==> src/rtl/obstacle_spawn_scheduler_pkg.sv <==
// rtl/obstacle_spawn_scheduler_pkg.sv - shared scheduler state type and game default constants
package obstacle_spawn_scheduler_pkg;

    typedef enum logic [1:0] {
        IDLE   = 2'd0,
        COUNT  = 2'd1,
        SELECT = 2'd2,
        ISSUE  = 2'd3
    } sched_state_t;

    // Also consumed by obstacle_control so both agree on spawn geometry and pacing.
    localparam int          DEF_BASE_INTERVAL = 60;
    localparam int          DEF_MIN_INTERVAL  = 15;
    localparam logic [9:0]  DEF_BASE_SPEED    = 10'd5;
    localparam logic [9:0]  DEF_Y_MIN         = 10'd50;

endpackage

==> src/rtl/obstacle_spawn_scheduler_rr_slot_picker.sv <==
// rtl/obstacle_spawn_scheduler_rr_slot_picker.sv - round-robin free-slot picker (rotate then priority-encode)
module rr_slot_picker #(
    parameter int NUM_SLOTS = 4,
    parameter int SLOT_W    = 2
) (
    input  logic [NUM_SLOTS-1:0] free_i,
    input  logic [SLOT_W-1:0]    rr_ptr_i,
    output logic                 found_o,
    output logic [SLOT_W-1:0]    slot_o
);

    logic [SLOT_W-1:0] idx;

    // Walk from the farthest offset back to rr_ptr so the closest free slot wins.
    always_comb begin
        found_o = 1'b0;
        slot_o  = '0;
        idx     = '0;
        for (int i = NUM_SLOTS - 1; i >= 0; i--) begin
            idx = rr_ptr_i + SLOT_W'(i);
            if (free_i[idx]) begin
                found_o = 1'b1;
                slot_o  = idx;
            end
        end
    end

endmodule

==> src/rtl/obstacle_spawn_scheduler.sv <==
// rtl/obstacle_spawn_scheduler.sv - frame-tick spawn timer, round-robin slot issue and difficulty escalation
module obstacle_spawn_scheduler
    import obstacle_spawn_scheduler_pkg::*;
#(
    parameter int          NUM_SLOTS        = 4,
    parameter int          SLOT_W           = 2,
    parameter int          BASE_INTERVAL    = DEF_BASE_INTERVAL,
    parameter int          INTERVAL_STEP    = 5,
    parameter int          MIN_INTERVAL     = DEF_MIN_INTERVAL,
    parameter int          SPAWNS_PER_LEVEL = 8,
    parameter int          MAX_LEVEL        = 7,
    parameter logic [9:0]  BASE_SPEED       = DEF_BASE_SPEED,
    parameter logic [9:0]  Y_MIN            = DEF_Y_MIN
) (
    input  logic                  clk,
    input  logic                  rst,
    input  logic                  game_en,
    input  logic                  playing,
    input  logic [9:0]            rand_in,
    input  logic [NUM_SLOTS-1:0]  slot_busy,
    input  logic                  spawn_ready,
    output logic                  spawn_valid,
    output logic [SLOT_W-1:0]     spawn_slot,
    output logic [9:0]            spawn_y,
    output logic [9:0]            speed,
    output logic [2:0]            level,
    output logic [7:0]            spawn_count
);

    localparam int CNT_W     = $clog2(BASE_INTERVAL + 1);
    localparam int LVL_CNT_W = $clog2(SPAWNS_PER_LEVEL + 1);

    sched_state_t          state_q, state_d;
    logic [CNT_W-1:0]      cnt_q, cnt_d;
    logic [LVL_CNT_W-1:0]  lvl_cnt_q, lvl_cnt_d;
    logic [SLOT_W-1:0]     rr_ptr_q, rr_ptr_d;
    logic [2:0]            level_q, level_d;
    logic [9:0]            speed_q, speed_d;
    logic [7:0]            count_q, count_d;
    logic                  valid_q, valid_d;
    logic [SLOT_W-1:0]     slot_q, slot_d;
    logic [9:0]            y_q, y_d;

    logic                  pick_found;
    logic [SLOT_W-1:0]     pick_slot;
    logic [2:0]            level_nxt;

    // Compare before subtracting so a deep level never wraps below the floor.
    function automatic logic [CNT_W-1:0] interval_for(input logic [2:0] lvl);
        int dec;
        dec = int'(lvl) * INTERVAL_STEP;
        if (BASE_INTERVAL > MIN_INTERVAL + dec)
            return CNT_W'(BASE_INTERVAL - dec);
        else
            return CNT_W'(MIN_INTERVAL);
    endfunction

    rr_slot_picker #(
        .NUM_SLOTS (NUM_SLOTS),
        .SLOT_W    (SLOT_W)
    ) u_picker (
        .free_i   (~slot_busy),
        .rr_ptr_i (rr_ptr_q),
        .found_o  (pick_found),
        .slot_o   (pick_slot)
    );

    always_comb begin
        state_d   = state_q;
        cnt_d     = cnt_q;
        lvl_cnt_d = lvl_cnt_q;
        rr_ptr_d  = rr_ptr_q;
        level_d   = level_q;
        speed_d   = speed_q;
        count_d   = count_q;
        valid_d   = valid_q;
        slot_d    = slot_q;
        y_d       = y_q;
        level_nxt = level_q;

        if (!playing) begin
            state_d   = IDLE;
            cnt_d     = CNT_W'(BASE_INTERVAL);
            lvl_cnt_d = '0;
            rr_ptr_d  = '0;
            level_d   = '0;
            speed_d   = BASE_SPEED;
            count_d   = '0;
            valid_d   = 1'b0;
            slot_d    = '0;
            y_d       = '0;
        end else begin
            case (state_q)
                IDLE: begin
                    state_d = COUNT;
                    cnt_d   = CNT_W'(BASE_INTERVAL);
                end
                COUNT: begin
                    if (game_en) begin
                        cnt_d = cnt_q - 1'b1;
                        if (cnt_q == CNT_W'(1))
                            state_d = SELECT;
                    end
                end
                SELECT: begin
                    if (pick_found) begin
                        slot_d  = pick_slot;
                        y_d     = Y_MIN + {2'b00, rand_in[7:0]};
                        valid_d = 1'b1;
                        state_d = ISSUE;
                    end else begin
                        // Leave the timer one tick from expiry so the search retries next frame.
                        cnt_d   = CNT_W'(1);
                        state_d = COUNT;
                    end
                end
                ISSUE: begin
                    if (valid_q && spawn_ready) begin
                        valid_d  = 1'b0;
                        rr_ptr_d = slot_q + 1'b1;
                        if (count_q != 8'hFF)
                            count_d = count_q + 1'b1;
                        if (lvl_cnt_q == LVL_CNT_W'(SPAWNS_PER_LEVEL - 1)) begin
                            lvl_cnt_d = '0;
                            if (level_q != 3'(MAX_LEVEL))
                                level_nxt = level_q + 1'b1;
                        end else begin
                            lvl_cnt_d = lvl_cnt_q + 1'b1;
                        end
                        level_d = level_nxt;
                        speed_d = BASE_SPEED + {7'd0, level_nxt};
                        cnt_d   = interval_for(level_nxt);
                        state_d = COUNT;
                    end
                end
                default: state_d = IDLE;
            endcase
        end
    end

    always_ff @(posedge clk or negedge rst) begin
        if (!rst) begin
            state_q   <= IDLE;
            cnt_q     <= CNT_W'(BASE_INTERVAL);
            lvl_cnt_q <= '0;
            rr_ptr_q  <= '0;
            level_q   <= '0;
            speed_q   <= BASE_SPEED;
            count_q   <= '0;
            valid_q   <= 1'b0;
            slot_q    <= '0;
            y_q       <= '0;
        end else begin
            state_q   <= state_d;
            cnt_q     <= cnt_d;
            lvl_cnt_q <= lvl_cnt_d;
            rr_ptr_q  <= rr_ptr_d;
            level_q   <= level_d;
            speed_q   <= speed_d;
            count_q   <= count_d;
            valid_q   <= valid_d;
            slot_q    <= slot_d;
            y_q       <= y_d;
        end
    end

    assign spawn_valid = valid_q;
    assign spawn_slot  = slot_q;
    assign spawn_y     = y_q;
    assign speed       = speed_q;
    assign level       = level_q;
    assign spawn_count = count_q;

endmodule

==> config.mk <==
export PLATFORM = sky130hd
export DESIGN_NAME = obstacle_spawn_scheduler
export DESIGN_NICKNAME = d
export VERILOG_FILES = /design/src/rtl/obstacle_spawn_scheduler_pkg.sv /design/src/rtl/obstacle_spawn_scheduler_rr_slot_picker.sv /design/src/rtl/obstacle_spawn_scheduler.sv
export SDC_FILE = /design/constraint.sdc
export NUM_CORES = 1
export LEC_CHECK = 0
export CORE_MARGIN = 5
export CORE_UTILIZATION = 52
export DETAILED_ROUTE_END_ITERATION = 6
export HOLD_SLACK_MARGIN = 0.08
export PLACE_DENSITY = 0.79
export SYNTH_ARGS = -nofsm -noshare
export SYNTH_HDL_FRONTEND = slang
export SYNTH_SLANG_ARGS = --single-unit
==> constraint.sdc <==
create_clock -name clk -period 3.5 [get_ports clk]
set_input_delay 0.35 -clock clk [delete_from_list [all_inputs] [get_ports clk]]
set_output_delay 0.35 -clock clk [all_outputs]
set_load 0.02 [all_outputs]
==> results.txt <==
- Summing all flip-flop and latch instances after layout gives 1030 um^2.
- The top cell types in the final layout, fill and taps aside, are 47 x sky130_fd_sc_hd__nand2_1, 42 x sky130_fd_sc_hd__clkdlybuf4s50_1, 35 x sky130_fd_sc_hd__dfrtp_1.
* Worst slew margin: 40.2%
- In this run the number of H-tree levels came out at 2.
* Maxcap violations: 0
* Final period utilization: 92.4%
* Total of flip-flops plus latches after synthesis: 41
- The first routing iteration left 90 violations.
- Area fraction in and, or, nand and nor cells after synthesis: 20.7%
* CP Max Fanout: 5
* Number of rows created at floorplan: 26
* Result of the run: finished clean
- In the final timing run, aggregate negative setup slack is 0 ns.
* Overall global routing resource usage: 18.6%
* Cell area after synthesis: 2640 um^2
- DRT antenna net count: 0
- For this run, the top clock speed supported by timing is 0.309 GHz.
* Post-DP HPWL: 4050 um
- Post-Syn Area per Cell: 9.32 um^2
- Synth Area in Compound Gates: 18.4%
* Multi-input gate area in the final layout: 1460 um^2
- Longest Clk Path Bufs: 2
- In this run the worst hold path is classified as in2async.
* Most used DFF post-synth: sky130_fd_sc_hd__dfrtp_1
* Share of synthesized area occupied by flip-flops and latches: 39.2%
- The die covers 6600 um^2.
- CP arrival: 3.47 ns
* Proportion of synthesized area in mux cells: 1.57%
- After floorplanning, the core was sized to cover 5010 um^2.
- For this run, design rule violations remaining after detail routing come to 0.
- Counting flops with an async set or reset pin after synthesis yields a share of 100%.
- By area, the combinational part of the netlist is dominated by simple AND/OR/NAND/NOR gates.
- Setup violations remaining at the end of the flow were counted as 0.
- The filler cells instantiated in the layout total 452.
* Synth Area in Adders: 8.02%
* Hold Buf Count CTS: 0
- The first detailed-routing pass ran for 4 iterations.
- The routed design could run at a clock period as short as 3.23 ns.
* Slew @ Worst Pin: 0.896 ns
- Number of flops mapped to enable cells by yosys: 0
* Static leakage: 1.46 nW
* RSZ-0062 raised after global routing: no
- The congestion estimate from routability-driven global placement came to 0.796.
* Detailed-route vias per instance: 5.37
- For the final database, setup skew stands at 0.0171 ns.
* Via count of the first global-routing pass: 2,138
- Share of cells above drive strength 1: 9.51%
* Num Clock Sinks: 41
- 53 I/O pins were placed.
- Xor/xnor share of the synthesized area: 5.65%
* Total number of vias: 2,128
- Launching element type of the critical path: flop
- Counting every instance in the synthesized netlist gives 283.
- In this run, CTS created clock tree buffers numbering 5.
- Clock latency of the later-clocked register in the worst-skew pair: 0.31 ns
- The setup path with the least slack is of type reg2reg.
- The worst-case IR drop observed on VDD is 266 uV.
- Cells fill 63.7% of the core in the end.
- Summed over all layers, the routed wires come to 5580 um.
* Nature of the critical path endpoint: flop
- After clock tree synthesis, the repair step resized 0 gates.
- Compared with the post-synthesis result, the final layout area differs by 21.1%.
* Number of antenna violations at the first check in global routing: 0
- Cell at the root of the clock tree: sky130_fd_sc_hd__clkbuf_8
* Total power per unit cell area: 305 nW/um^2
- The count of buffers added on input and output ports is 43.
- Pin count of the biggest net entering global routing: 42
- Die width: 81.2 um
* Reg2Reg Depth: 13
* Number of warnings issued by yosys: 0
- After clock tree synthesis, the clock-pin slew on the worst setup and hold paths is 0.09 ns.
- Dividing the detail-routed wire length by the instance count gives 14.1 um.
- Die extent in y: 81.2 um
- The total overflow left after global routing is 0.
- The first global-routing pass estimated 9620 um of wire.
- Total inserted antenna cells: 0
- The initial utilization of the core area, before any placement, comes to 52.6%.
- Number of hold violations in the final report: 0
* Post-synthesis cell type count: 55
- Post-CTS timing repair inserted 0 buffers for setup.
- CP required: 3.74 ns
- Clock tree from TritonCTS: done
* Most common library cell in the layout ignoring fill and taps: sky130_fd_sc_hd__nand2_1
* Total number of nets in the final design: 360
- Final max-slew violation count: 0
[sequential cells by signal, summed over array words and instances, names as in the netlist]
register,count
rr_ptr_q,2
lvl_cnt_q,4
spawn_valid,1
spawn_count,8
spawn_y,9
state_q,2
speed,4
level,3
spawn_slot,2
cnt_q,6
[logic make-up (layout without fill, tap and decap cells)]
| kind of cell | count (synthesis) | in the layout |
|---|---|---|
| buf+inv | 31 | 68 |
| mux | 4 | 4 |
| xor+xnor | 17 | 17 |
| simple gates | 106 | 106 |
| fa+ha+maj | 17 | 17 |
| compound gates | 66 | 66 |
| other cells | 1 | 7 |
| flops | 41 | 41 |
[synthesized netlist by cell type, drive strengths merged (4+ instances only)]
library cell	count	area [um^2]
clkbuf	8	40.0
o211ai	4	35.0
dfstp	6	158
a21o	4	30.0
a21oi	11	66.3
nand3	5	25.0
buf	9	75.1
xnor2	12	105
o211a	6	60.1
dfrtp	35	876
nand2	48	183
nor2	8	30.0
inv	14	52.6
ha	16	200
o21ai	17	85.1
xor2	5	43.8
nor2b	7	43.8
and2	13	81.3
and3	4	25.0
a21boi	10	75.1
[report_power, final]
group          internal (W)  switching [W]  total (W)
sequential         0.000482     0.00000673   0.000489
clock              0.000214       0.000176   0.000390
combinational     0.0000401      0.0000551  0.0000952
total              0.000736       0.000238   0.000974
[worst max-delay path: stages, from the launching register on]
cell,delay [ns]
sky130_fd_sc_hd__dfrtp_1,0.42
sky130_fd_sc_hd__ha_1,0.24
sky130_fd_sc_hd__and3b_2,0.26
sky130_fd_sc_hd__a21oi_2,0.26
sky130_fd_sc_hd__inv_2,0.09
sky130_fd_sc_hd__ha_1,0.21
sky130_fd_sc_hd__ha_1,0.18
sky130_fd_sc_hd__ha_1,0.32
sky130_fd_sc_hd__nor4bb_1,0.28
sky130_fd_sc_hd__o211ai_2,0.16
sky130_fd_sc_hd__maj3_2,0.30
sky130_fd_sc_hd__a21o_1,0.18
sky130_fd_sc_hd__o211ai_1,0.10
sky130_fd_sc_hd__o21a_1,0.15
[through the flow]
stage	power (W)	area (um^2)	worst slack [ns]	hold slack (ns)	std cells
3_5_place_dp	0.000593	3080	0.296	0.468	388
5_1_grt	0.00101	3190	0.0591	0.248	396
6_report	0.000974	3190	0.266	0.173	396
3_3_place_gp	0.000590	3080	0.448	0.460	388
4_1_cts	0.000981	3190	0.246	0.200	396
2_1_floorplan	0.000559	2660	0.422	0.0544	289
[area by class of cell]
| type | instances | share of cell area [%] |
|---|---|---|
| clock buffers | 5 | 2.16 |
| clock inverters | 3 | 1.37 |
| inverters | 14 | 1.65 |
| multi-input cells | 217 | 45.7 |
| flip-flops and latches | 41 | 32.4 |
| well taps | 70 | 2.74 |
| repair buffers | 46 | 14.0 |
[routing by layer]
layer | global-route usage, % | wire length [um] | up-vias
li1 | - | - | 1040
met1 | 23.6 | 2470 | 1030
met2 | 31.8 | 2770 | 52
met3 | 4.32 | 290 | 6
met4 | 4.90 | 53 | 0
met5 | 0 | 0 | -
[worst paths after layout]
check                      slack, ns                       to                     start
hold reg to reg                 0.47     cnt_q[5]$_DFFE_PN1P_      cnt_q[5]$_DFFE_PN1P_
min in group clk                0.47     cnt_q[5]$_DFFE_PN1P_      cnt_q[5]$_DFFE_PN1P_
setup / recovery                0.27     cnt_q[3]$_DFFE_PN1P_  lvl_cnt_q[0]$_DFFE_PN0P_
max in group asynchronous       2.76     cnt_q[1]$_DFFE_PN0P_                       rst
setup reg to reg                0.27     cnt_q[3]$_DFFE_PN1P_  lvl_cnt_q[0]$_DFFE_PN0P_
hold / removal                  0.17  rr_ptr_q[0]$_DFFE_PN0P_                       rst
Note: power is estimated with default switching activity, not from simulation.
